===== config.mk =====
export PLATFORM = sky130hd
export DESIGN_NAME = rf_access_scheduler
export DESIGN_NICKNAME = d
export VERILOG_FILES = /design/src/rtl/rf_pkg.sv /design/src/rtl/rf_access_scheduler_rr_pick.sv /design/src/rtl/rf_access_scheduler.sv
export SDC_FILE = /design/constraint.sdc
export NUM_CORES = 1
export LEC_CHECK = 0
export CAP_MARGIN = 25
export CORE_AREA = 5 5 156 158
export DETAILED_ROUTE_END_ITERATION = 12
export DIE_AREA = 0 0 161 163
export PLACE_DENSITY = 0.56
export SLEW_MARGIN = 30
export SYNTH_ARGS = -nofsm -noshare
export SYNTH_HDL_FRONTEND = slang
export SYNTH_SLANG_ARGS = --single-unit

===== constraint.sdc =====
create_clock -name i_clk -period 4.1 [get_ports i_clk]
set_input_delay 0.82 -clock i_clk [delete_from_list [all_inputs] [get_ports i_clk]]
set_output_delay 0.82 -clock i_clk [all_outputs]
set_load 0.02 [all_outputs]

===== src/rtl/rf_pkg.sv =====
// rf_pkg: shared defaults and types for rf_access_scheduler
// (optional read-after-write bypass selected by RF_ARB_BYPASS_EN)
package rf_pkg;
  localparam int DWIDTH = 32;
  localparam int AWIDTH = 5;
  localparam int NREQ = 4;
  typedef logic [2:0] req_idx_t;
  typedef struct packed {
    logic     vld;
    req_idx_t own;
  } rd_own_t;
endpackage


===== src/rtl/rf_access_scheduler_rr_pick.sv =====
// rr_pick: round-robin picker; first requester at or after i_ptr wins
module rr_pick
  import rf_pkg::*;
#(
  parameter int N = NREQ
) (
  input  logic [N-1:0] i_req,
  input  req_idx_t     i_ptr,
  output logic [N-1:0] o_grant,
  output req_idx_t     o_idx,
  output logic         o_found
);
  always_comb begin
    o_grant = '0;
    o_idx = '0;
    o_found = 1'b0;
    // walk offsets from farthest to nearest so the nearest request wins
    for (int k = N - 1; k >= 0; k--)
      for (int i = 0; i < N; i++)
        if (i_req[i] && i == ((int'(i_ptr) + k) % N)) begin
          o_idx = req_idx_t'(i);
          o_found = 1'b1;
        end
    for (int i = 0; i < N; i++) o_grant[i] = o_found && o_idx == req_idx_t'(i);
  end
endmodule


===== src/rtl/rf_access_scheduler.sv =====
// rf_access_scheduler: shares one RF write port and two read ports among NREQ requesters.
// Define RF_ARB_BYPASS_EN to return same-cycle write data to a colliding read.
module rf_access_scheduler #(
  parameter int DWIDTH = rf_pkg::DWIDTH,
  parameter int AWIDTH = rf_pkg::AWIDTH,
  parameter int NREQ = rf_pkg::NREQ
) (
  input  logic                   i_clk,
  input  logic                   i_rst_n,
  input  logic [NREQ-1:0]        i_req_valid,
  input  logic [NREQ-1:0]        i_req_write,
  input  logic [NREQ*AWIDTH-1:0] i_req_addr,
  input  logic [NREQ*DWIDTH-1:0] i_req_wdata,
  output logic [NREQ-1:0]        o_req_ready,
  output logic [NREQ-1:0]        o_rsp_valid,
  output logic [NREQ*DWIDTH-1:0] o_rsp_data,
  output logic                   o_rf_we,
  output logic [AWIDTH-1:0]      o_rf_wa,
  output logic [DWIDTH-1:0]      o_rf_datain,
  output logic                   o_rf_re_a,
  output logic [AWIDTH-1:0]      o_rf_ra_a,
  output logic                   o_rf_re_b,
  output logic [AWIDTH-1:0]      o_rf_ra_b,
  input  logic [DWIDTH-1:0]      i_rf_out_a,
  input  logic [DWIDTH-1:0]      i_rf_out_b
);
  import rf_pkg::*;

  logic [NREQ-1:0] w_wr_req, w_rd_req, w_wr_gnt, w_a_gnt, w_b_gnt;
  req_idx_t w_wr_idx, w_a_idx, w_b_idx, r_wr_ptr, r_rd_ptr;
  logic w_wr_fnd, w_a_fnd, w_b_fnd;
  rd_own_t r_a, r_b;
  logic [DWIDTH-1:0] w_a_data, w_b_data;

  // reset also masks requests so every combinational output is 0 while held
  assign w_wr_req = i_req_valid & i_req_write & {NREQ{i_rst_n}};
  assign w_rd_req = i_req_valid & ~i_req_write & {NREQ{i_rst_n}};

  rr_pick #(.N(NREQ)) u_wr (.i_req(w_wr_req), .i_ptr(r_wr_ptr), .o_grant(w_wr_gnt),
                            .o_idx(w_wr_idx), .o_found(w_wr_fnd));
  rr_pick #(.N(NREQ)) u_a (.i_req(w_rd_req), .i_ptr(r_rd_ptr), .o_grant(w_a_gnt),
                           .o_idx(w_a_idx), .o_found(w_a_fnd));
  rr_pick #(.N(NREQ)) u_b (.i_req(w_rd_req & ~w_a_gnt), .i_ptr(r_rd_ptr), .o_grant(w_b_gnt),
                           .o_idx(w_b_idx), .o_found(w_b_fnd));

  assign o_req_ready = w_wr_gnt | w_a_gnt | w_b_gnt;
  assign o_rf_we = w_wr_fnd;
  assign o_rf_re_a = w_a_fnd;
  assign o_rf_re_b = w_b_fnd;

  always_comb begin
    o_rf_wa = '0;
    o_rf_datain = '0;
    o_rf_ra_a = '0;
    o_rf_ra_b = '0;
    for (int i = 0; i < NREQ; i++) begin
      if (w_wr_gnt[i]) begin
        o_rf_wa = i_req_addr[i*AWIDTH +: AWIDTH];
        o_rf_datain = i_req_wdata[i*DWIDTH +: DWIDTH];
      end
      if (w_a_gnt[i]) o_rf_ra_a = i_req_addr[i*AWIDTH +: AWIDTH];
      if (w_b_gnt[i]) o_rf_ra_b = i_req_addr[i*AWIDTH +: AWIDTH];
    end
  end

  function automatic req_idx_t inc(req_idx_t p);
    return (p == req_idx_t'(NREQ - 1)) ? '0 : p + 1'b1;
  endfunction

  always_ff @(posedge i_clk or negedge i_rst_n)
    if (!i_rst_n) begin
      r_wr_ptr <= '0;
      r_rd_ptr <= '0;
      r_a <= '0;
      r_b <= '0;
    end else begin
      if (w_wr_fnd) r_wr_ptr <= inc(w_wr_idx);
      if (w_a_fnd) r_rd_ptr <= inc(w_b_fnd ? w_b_idx : w_a_idx);
      r_a <= {w_a_fnd, w_a_idx};
      r_b <= {w_b_fnd, w_b_idx};
    end

`ifdef RF_ARB_BYPASS_EN
  logic r_a_byp, r_b_byp;
  logic [DWIDTH-1:0] r_byp_data;

  always_ff @(posedge i_clk or negedge i_rst_n)
    if (!i_rst_n) begin
      r_a_byp <= 1'b0;
      r_b_byp <= 1'b0;
      r_byp_data <= '0;
    end else begin
      r_a_byp <= o_rf_we && o_rf_re_a && o_rf_wa == o_rf_ra_a;
      r_b_byp <= o_rf_we && o_rf_re_b && o_rf_wa == o_rf_ra_b;
      r_byp_data <= o_rf_datain;
    end

  assign w_a_data = r_a_byp ? r_byp_data : i_rf_out_a;
  assign w_b_data = r_b_byp ? r_byp_data : i_rf_out_b;
`else
  assign w_a_data = i_rf_out_a;
  assign w_b_data = i_rf_out_b;
`endif

  // RF outputs reach a requester only through a valid owner slot
  always_comb begin
    o_rsp_valid = '0;
    o_rsp_data = '0;
    for (int i = 0; i < NREQ; i++) begin
      if (r_b.vld && r_b.own == req_idx_t'(i)) begin
        o_rsp_valid[i] = 1'b1;
        o_rsp_data[i*DWIDTH +: DWIDTH] = w_b_data;
      end
      if (r_a.vld && r_a.own == req_idx_t'(i)) begin
        o_rsp_valid[i] = 1'b1;
        o_rsp_data[i*DWIDTH +: DWIDTH] = w_a_data;
      end
    end
  end
endmodule


==> flow_summary.ini <==
[run_status]
status = finished clean

[timing]
hold_viol_final = 0
max_slew_margin_pct = 68.2
min_period_ns = 4.00
finalSetupViolCount = 0
fin_ws_ns = 0.104
period_share_pct = 97.5
drv_slew = 0
tightestPinTransition_ns = 0.477
skew_ns = 0.00865
fmax_mhz = 250

[route]
wl_met1_mm = 10.4
num_vias = 6638
route.detailed.drc = 0
routed_wl_mm = 28.8
drtPass1Iterations = 5
dr_wl_met3_mm = 2.47
drt-initial-drc-count = 434
wl_per_cell_um = 22.2
ant_nets = 0
wl_met2_mm = 15.3
top_layer = met5
vias_per_cell = 5.12

[global_route]
antenna_found_initial = 1
grt_max_degree = 38
grtUsageTotal_pct = 19.8
grt_pass1_wl_mm = 41.0
gr-total-overflow = 0
grt_pass1_vias = 6656

[power_and_ir_drop]
p_comb_share_pct = 79.5
power.internal_uw = 907
power_uw = 1630
pwr-share-seq_pct = 8.5
switching_share_pct = 44.2
powerDensity_nw_per_um2 = 177
leakagePower_uw = 0.00360
power_switching_uw = 720
ir_worst_vdd_v = 0.000128
p_clk_share_pct = 12.0

[synthesis]
ys_seq_area_share_pct = 6.32
synthesis.nets = 799
ys_ff_latch = 10
synth-main-ff-cell = dfrtp_1
asyncSetResetFlopFracSynth_pct = 100
synthTopCellsByArea = a22o_1 30%, a221oi_1 9.1%, a21oi_1 7.1%, dfrtp_1 6.3%, nor2b_1 5.8%
synthMuxAreaShare_pct = 1.52
synth-adder-area-share_pct = 1.55
synthCells = 573
synth-xor-area-share_pct = 0.442
synth_cell_types = 52
synth_most_common_cell = a22o_1
synth.top_cell.area_share_pct = 29.8
synth_common_cells = 135 x a22o_1, 56 x a21oi_1, 54 x clkbuf_1, 52 x nor2_1, 41 x a221oi_1
synth_top_cell_by_area = a22o_1
synth.avg_cell_area_um2 = 6.92
synth-edff-count = 0
synth_top_family_by_area = compound AO/OA/AOI/OAI gates
synth-compound-area-share_pct = 56.6
netlist_area_um2 = 3960
synth-warning-count = 0
synth_simple_gate_area_share_pct = 25.3

[final_layout]
fillers = 2424
final_cell_area_um2 = 9200
diodes = 0
syn_to_final_growth_pct = 132
nets = 1233
drive_above_1_share_pct = 19.3
final_util_pct = 40.0

[place]
io_buffers = 407
place_congestion = 0.888
dp_hpwl_mm = 23.4
dpl_cell_area_um2 = 8880
pre_cts_slack_ns = -0.704

[critical_path]
crit_chain = dlygate4sd2_1 > buf_4 > and3b_1 > maj3_2 > a221oi_2 > o211ai_2 > buf_4 > a21o_1 > a22o_1 > dlygate4sd2_1
start_kind = input pin
critPathMaxFanout = 5
reg2reg_slack_ns = 1.90
arrival_ns = 3.18
critPathKind = input pin to output port
crit_required_ns = 3.28
max_stage_delay_ns = 0.33
slowest_stage = maj3_2
setup.worst_path.end_class = output port

[clock_tree]
clkSinkCount = 10
cts_tree = built
numCtsBuffers = 3
cts_max_path_buffers = 2
cts-root-buf = clkbuf_16
worstSkewPairLatency_ns = 0.24
htree_levels = 1
hold_buffers = 0
clkSlewWorstSetupHoldPaths_ns = 0.05

[floorplanning]
die_h_um = 163
die_area_um2 = 26200
rows = 56
start_util_pct = 17.2
coreArea_um2 = 23000
pin_count = 408
die-width_um = 161

[run]
cap_violations = 0

[worst_hold_path]
hold_path_class = register to register
==> layer usage <==
metal | vias up | track usage [%]
met2 | 322 | 39.4
met1 | 3122 | 20.4
met3 | 34 | 5.92
li1 | 3158 | -
met5 | - | 0
met4 | 2 | 4.42
==> worst max-delay path: cells and delay by family <==
family | cells | cell delay (ns)
AND/OR/NAND/NOR | 1 | 0.23
AO/OA/AOI/OAI | 4 | 0.89
buffers and inverters | 4 | 0.91
adder cells (fa/ha/maj) | 1 | 0.33
==> cells in the final DEF (no fill, tap or decap), types with 6 or more instances in the layout <==
cell / instances
nand3b_1: 6
buf_2: 8
dlygate4sd2_1: 25
a21oi_1: 54
nor2_1: 46
a22o_1: 135
mux2i_1: 6
o211ai_1: 6
dfrtp_1: 10
clkdlybuf4s50_1: 346
buf_12: 11
buf_4: 84
nor2b_1: 36
nand3_1: 10
a221oi_1: 18
a221oi_2: 22
nand2_1: 17
o21ai_0: 16
clkbuf_2: 15
nor3_1: 33
==> state kept, by name, summed over array words and instances (netlist names) <==
name and flops:
r_rd_ptr 2, r_a 3, r_b 3, r_wr_ptr 2
==> worst paths after layout <==
| check | from | endpoint | cells after the start |
|---|---|---|---|
| max | i_req_valid[0] | o_rf_ra_b[4] | 10 |
| min in group asynchronous | i_rst_n | r_wr_ptr[1] | 4 |
| min reg2reg | r_wr_ptr[0] | r_wr_ptr[0] | 2 |
| min | r_wr_ptr[0] | r_wr_ptr[0] | 2 |
| max in group asynchronous | i_rst_n | r_a[1] | 4 |
| max reg2reg | r_rd_ptr[1] | r_rd_ptr[0] | 8 |
==> cell families after synthesis <==
logic type	Yosys count
AOI/OAI and AO/OA	285
and+or+nand+nor	187
buffers and inverters	78
DFF	10
muxes	6
adders and majority gates	5
xor gates and xnor gates	2
==> cell type report <==
type / instances / area, um^2 / share of cell area (%)
sequential: 10 / 250 / 2.72
timing repair buffer: 499 / 4790 / 52.1
tap: 290 / 363 / 3.94
clock buffer: 4 / 88.8 / 0.965
multi-input combinational: 485 / 3680 / 40.0
inverter: 8 / 30.0 / 0.326
==> timing repair <==
item                       4_1_cts  5_1_grt
gates resized for setup        106       60
pin swaps                        6        3
setup endpoints to repair       51       45
buffers inserted                 1        2
gates cloned                     1        2
==> metrics by stage <==
stage	cells	hold WS, ns	setup TNS (ns)
final	1296	0.608	0
after CTS	1292	0.594	0
after global routing	1296	0.665	-0.0139
after detailed placement	1286	0.568	-25.86
after floorplan	573	0.512	0
after global placement	1286	0.575	-24.34
==> power by group through the flow <==
| stage | combinational [uW] | clock, uW | sequential [uW] |
|---|---|---|---|
| floorplan | 558 | 0 | 120 |
| global placement | 1260 | 0 | 137 |
| detailed placement | 1260 | 0 | 136 |
| CTS | 1270 | 199 | 136 |
| global route | 1380 | 203 | 140 |
| finish | 1290 | 195 | 138 |
(Power assumes the default switching activity.)
==> patch 1: new RTL, config.mk and constraints unchanged <==
Change the package constant `AWIDTH` from 5 to 6.
--- a/src/rtl/rf_pkg.sv
+++ b/src/rtl/rf_pkg.sv
@@ -4,3 +4,3 @@
   localparam int DWIDTH = 32;
-  localparam int AWIDTH = 5;
+  localparam int AWIDTH = 6;
   localparam int NREQ = 4;
Interface: changed (resized i_req_addr, o_rf_ra_a, o_rf_ra_b and o_rf_wa); port bits go from 408 to 415. No check against the original RTL was run, so the function may have changed too.
==> patch 1 against the unedited design <==
  * First-iteration DRC count shrank 7.4%
  * Largest power group unchanged
  * Synthesized area is 2.8% higher
  * Highest routed layer unchanged
  * Design area up 2.3%
  * Routed wire length is 6.7% higher
  * Total power rose by 2.3%
  * Register-to-register slack improved by 0.18 ns
  * Sequential cell count is the same
  * Sequential share of layout area decreased by 0.061 points
  * Setup slack improved by 0.071 ns
  * Critical path type unchanged
  * Critical path depth up 3
==> patch 1: results (changes against the unedited design) <==
qor: run_status.status complete, no violations [unchanged]
qor: global_route.grtUsageMet3 6.76% [was 5.92%]
qor: min_path.worstHoldPathType in -> async [was reg -> reg]
qor: critical_path.crit_path_max_fanout 20 [was 5]
qor: yosys.proportion_of_synthesized_area_in_mux_cells 1.72% [was 1.52%]
qor: final_layout.fillerInstances 2,383 [was 2,424]
qor: global_route.groute.layer.met2.usage 42.7% [was 39.4%]
qor: power_and_ir_drop.irDropWorstVdd 0.000109 V [was 0.000128 V]
qor: yosys.proportion_of_synthesized_chip_area_in_sequential_cells 6.14% [was 6.32%]
qor: global_route.grt_pass1_wl 43,800 um [was 41,000 um]
qor: sta.fin_worst_skew 0.00873 ns [was 0.00865 ns]
qor: yosys.synth-adder-area-share 1.50% [was 1.55%]
qor: placement.io_buffers 414 [was 407]
qor: drt.met2_length 16,700 um [was 15,300 um]
qor: yosys.synth-compound-area-share 56.5% [was 56.6%]
qor: yosys.synthTopCellsByArea a22o_1 29%, a221oi_1 8.6%, a21oi_1 6.9%, dfrtp_1 6.1%, nor2b_1 6.0% [was a22o_1 30%, a221oi_1 9.1%, a21oi_1 7.1%, dfrtp_1 6.3%, nor2b_1 5.8%]
qor: critical_path.critical_path_arrival 3.11 ns [was 3.18 ns]
qor: sta.max_slew_margin 62.4% [was 68.2%]
qor: drt.wire_per_inst 23.3 um [was 22.2 um]
qor: yosys.synth_xor_area_share 0.430% [was 0.442%]
qor: yosys.ys_types 49 [was 52]
qor: drt.met3RoutedLength 2870 um [was 2470 um]
qor: global_route.met1_use_gr 21.5% [was 20.4%]
qor: power_and_ir_drop.p_sw 747 uW [was 720 uW]
qor: final_layout.final_layout_size_suffix_gt1_share 21.4% [was 19.3%]
qor: power_and_ir_drop.leakage 3.70 nW [was 3.60 nW]
qor: yosys.synth.net_count 820 [was 799]
qor: critical_path.crit_path_top_delay_cell dlygate4sd2_1 [was maj3_2]
qor: yosys.netlist_top_cells_count 136 x a22o_1, 56 x a21oi_1, 56 x clkbuf_1 [was 135 x a22o_1, 56 x a21oi_1, 54 x clkbuf_1]
qor: drt.via_per_inst 5.33 [was 5.12]
qor: placement.rd_place_congestion 0.888 [unchanged]
qor: placement.hpwl_after_detailed_placement 25,000 um [was 23,400 um]
qor: global_route.first_global_vias 6,971 [was 6,656]
qor: placement.dp_slack -1.06 ns [was -0.704 ns]
-- patch 1: cell count changes in the layout (fill, tap and decap cells not counted), moves of 7 or more --
cell	change
dlymetal6s2s_1	+7
dlygate4sd2_1	-22
buf_2	+18
buf_4	+11
clkbuf_2	-13
o21ai_1	+9
-- patch 1: repair_timing --
item	CTS	global route
setup buffers	7	3
hold buffers	0	0
setup endpoints to repair	55	50
cloned	2	0
pin swaps	13	10
gates resized for setup	176	42
-- patch 1: cell type report --
type | instances | area [sq um] | area share [%]
well taps | 290 | 363 | 3.85
multi-input cells | 503 | 3830 | 40.7
flip-flops and latches | 10 | 250 | 2.66
repair buffers | 505 | 4850 | 51.5
inverters | 8 | 30.0 | 0.319
clock buffers | 4 | 88.8 | 0.944
diodes | 1 | 2.50 | 0.0266
-- patch 1: final timing paths --
path                                 to  cells after the start        start  slack [ns]
setup / recovery           o_rf_ra_a[5]                     13      i_rst_n        0.17
hold / removal              r_wr_ptr[1]                      2      i_rst_n        0.57
setup reg to reg            r_rd_ptr[0]                      8  r_rd_ptr[1]        2.08
hold reg to reg             r_wr_ptr[0]                      2  r_wr_ptr[0]        0.65
max in group asynchronous        r_a[0]                      3      i_rst_n        3.19
min in group i_clk          r_wr_ptr[0]                      2  r_wr_ptr[0]        0.65
-- patch 1: per-stage QoR --
step / std cells / util, % / power, mW / cell area [sq um] / hold slack [ns]
after floorplan: 590 / - / 0.694 / 4070 / 0.512
after global placement: 1304 / 39.1 / 1.39 / 8980 / 0.557
after detailed placement: 1304 / 39.1 / 1.39 / 8980 / 0.571
after CTS: 1317 / 40.2 / 1.64 / 9240 / 0.581
after global routing: 1321 / 41.0 / 1.76 / 9410 / 0.583
final: 1321 / 41.0 / 1.66 / 9410 / 0.573
==> patch 2: new RTL, same flow settings <==
Made on the original files. Build with the macro `RF_ARB_BYPASS_EN` defined.
--- a/src/rtl/rf_access_scheduler.sv
+++ b/src/rtl/rf_access_scheduler.sv
@@ -2,2 +2,4 @@
 // Define RF_ARB_BYPASS_EN to return same-cycle write data to a colliding read.
+`define RF_ARB_BYPASS_EN
+
 module rf_access_scheduler #(
Check against the original RTL: not settled (the Yosys comparison gave no result); the edit may change what the design does.
==> patch 2 against the unedited design <==
  * Design area up 25%
  * First-iteration DRC count up 100%
  * Synthesized area up 45%
  * Routed wire length up 25%
  * Total power up 46%
  * Sequential cell count up 34
  * Synthesized cell count up 44%
  * Fmax up 0.57%
  * Setup slack better by 0.023 ns
==> patch 2: results (changes against the unedited design) <==
qor: critical_path.cp_slowest_stage_delay 0.36 ns [was 0.33 ns]
qor: critical_path.crit_path_max_fanout 10 [was 5]
qor: yosys.synthCells 824 [was 573]
qor: drt.initialDrtViolationCount 877 [was 434]
qor: drt.via_per_inst 5.38 [was 5.12]
qor: cts.cts_buffers 5 [was 3]
qor: critical_path.worst-r2r-cell-count 20 [was 8]
qor: cts.postCtsSetupRepairBufs 11 [was 1]
qor: yosys.netlist_top_cells_count 190 x o21ai_0, 135 x nand3_1, 70 x clkbuf_1 [was 135 x a22o_1, 56 x a21oi_1, 54 x clkbuf_1]
qor: power_and_ir_drop.irDropWorstVdd 0.000147 V [was 0.000128 V]
qor: power_and_ir_drop.p_sw 913 uW [was 720 uW]
qor: global_route.grtUsageMet3 5.44% [was 5.92%]
qor: drt.vias 8,632 [was 6,638]
qor: final_layout.num-nets-final 1,539 [was 1,233]
qor: power_and_ir_drop.power.switching_fraction 38.5% [was 44.2%]
qor: cts.insertion_delay 0.30 ns [was 0.24 ns]
qor: global_route.first_global_vias 8,354 [was 6,656]
qor: global_route.met1_use_gr 33.2% [was 20.4%]
qor: placement.dp_slack -0.569 ns [was -0.704 ns]
qor: cts.cts.htree.levels 2 [was 1]
qor: run_status.status complete, no violations [unchanged]
qor: critical_path.critical_path_arrival 3.15 ns [was 3.18 ns]
qor: global_route.grt_pass1_wl 52,600 um [was 41,000 um]
qor: cts.resized_after_cts 197 [was 106]
qor: power_and_ir_drop.clk-power 485 uW [was 195 uW]
qor: sta.max_slew_margin 46.1% [was 68.2%]
qor: cts.clkSlewWorstSetupHoldPaths 0.07 ns [was 0.05 ns]
qor: power_and_ir_drop.share_comb_of_total_power 56.9% [was 79.5%]
qor: yosys.proportion_of_synthesized_chip_area_in_sequential_cells 19.2% [was 6.32%]
qor: power_and_ir_drop.leakage 4.48 nW [was 3.60 nW]
qor: final_layout.final_layout_size_suffix_gt1_share 23.0% [was 19.3%]
qor: final_layout.largest_registers r_byp_data: 32 flops, r_a: 3 flops, r_b: 3 flops [was r_a: 3 flops, r_b: 3 flops]
qor: global_route.grt_max_degree 33 [was 38]
qor: global_route.grtUsageTotal 25.7% [was 19.8%]
qor: placement.number_of_cells_after_detailed_placement 1,573 [was 1,286]
[patch 2: cell count changes in the layout (fill, tap and decap cells not counted), moves of 27 or more]
cell / unedited run / this run
nand3_1: 10 / 131
mux2i_1: 6 / 42
nand2_1: 17 / 48
dfrtp_1: 10 / 42
buf_4: 84 / 158
o21ai_0: 16 / 156
nor2_1: 46 / 13
mux2_2: 0 / 31
nor2b_1: 36 / 9
a22o_1: 135 / 4
a21oi_1: 54 / 24
a221o_1: 3 / 32
o21ai_1: 1 / 30
[patch 2: final timing paths]
| path | slack [ns] | end | startpoint |
|---|---|---|---|
| max | 0.13 | o_rf_datain[22] | i_rst_n |
| min in group asynchronous | 0.62 | r_b_byp | i_rst_n |
| max in group asynchronous | 3.07 | r_byp_data[20] | i_rst_n |
| max reg2reg | 0.69 | r_byp_data[0] | r_wr_ptr[0] |
| min | 0.61 | r_wr_ptr[0] | r_wr_ptr[0] |
| min reg2reg | 0.61 | r_wr_ptr[0] | r_wr_ptr[0] |
[patch 2: cell type report]
type	instances	area, sq um	share of cell area (%)
clock buffer	6	129	1.12
timing repair buffer	571	5390	46.8
sequential	44	1100	9.59
inverter	19	71.3	0.620
tap	290	363	3.15
clock inverter	2	35.0	0.304
multi-input combinational	672	4420	38.4
[patch 2: cell families after synthesis]
| group | Yosys count | synth area share, % |
|---|---|---|
| muxes | 73 | 13.4 |
| buffers and inverters | 108 | 7.34 |
| xor gates and xnor gates | 7 | 1.07 |
| adders and majority gates | 4 | 0.874 |
| AOI/OAI and AO/OA | 324 | 34.2 |
| and+or+nand+nor | 264 | 23.9 |
| DFF | 44 | 19.2 |
[patch 2: metal layers]
layer / vias to the layer above / part of all wire, %
met1: 4014 / 42
met3: 61 / 7.5
met4: 2 / 2.6
met2: 438 / 48
met5: - / 0.036
li1: 4117 / -
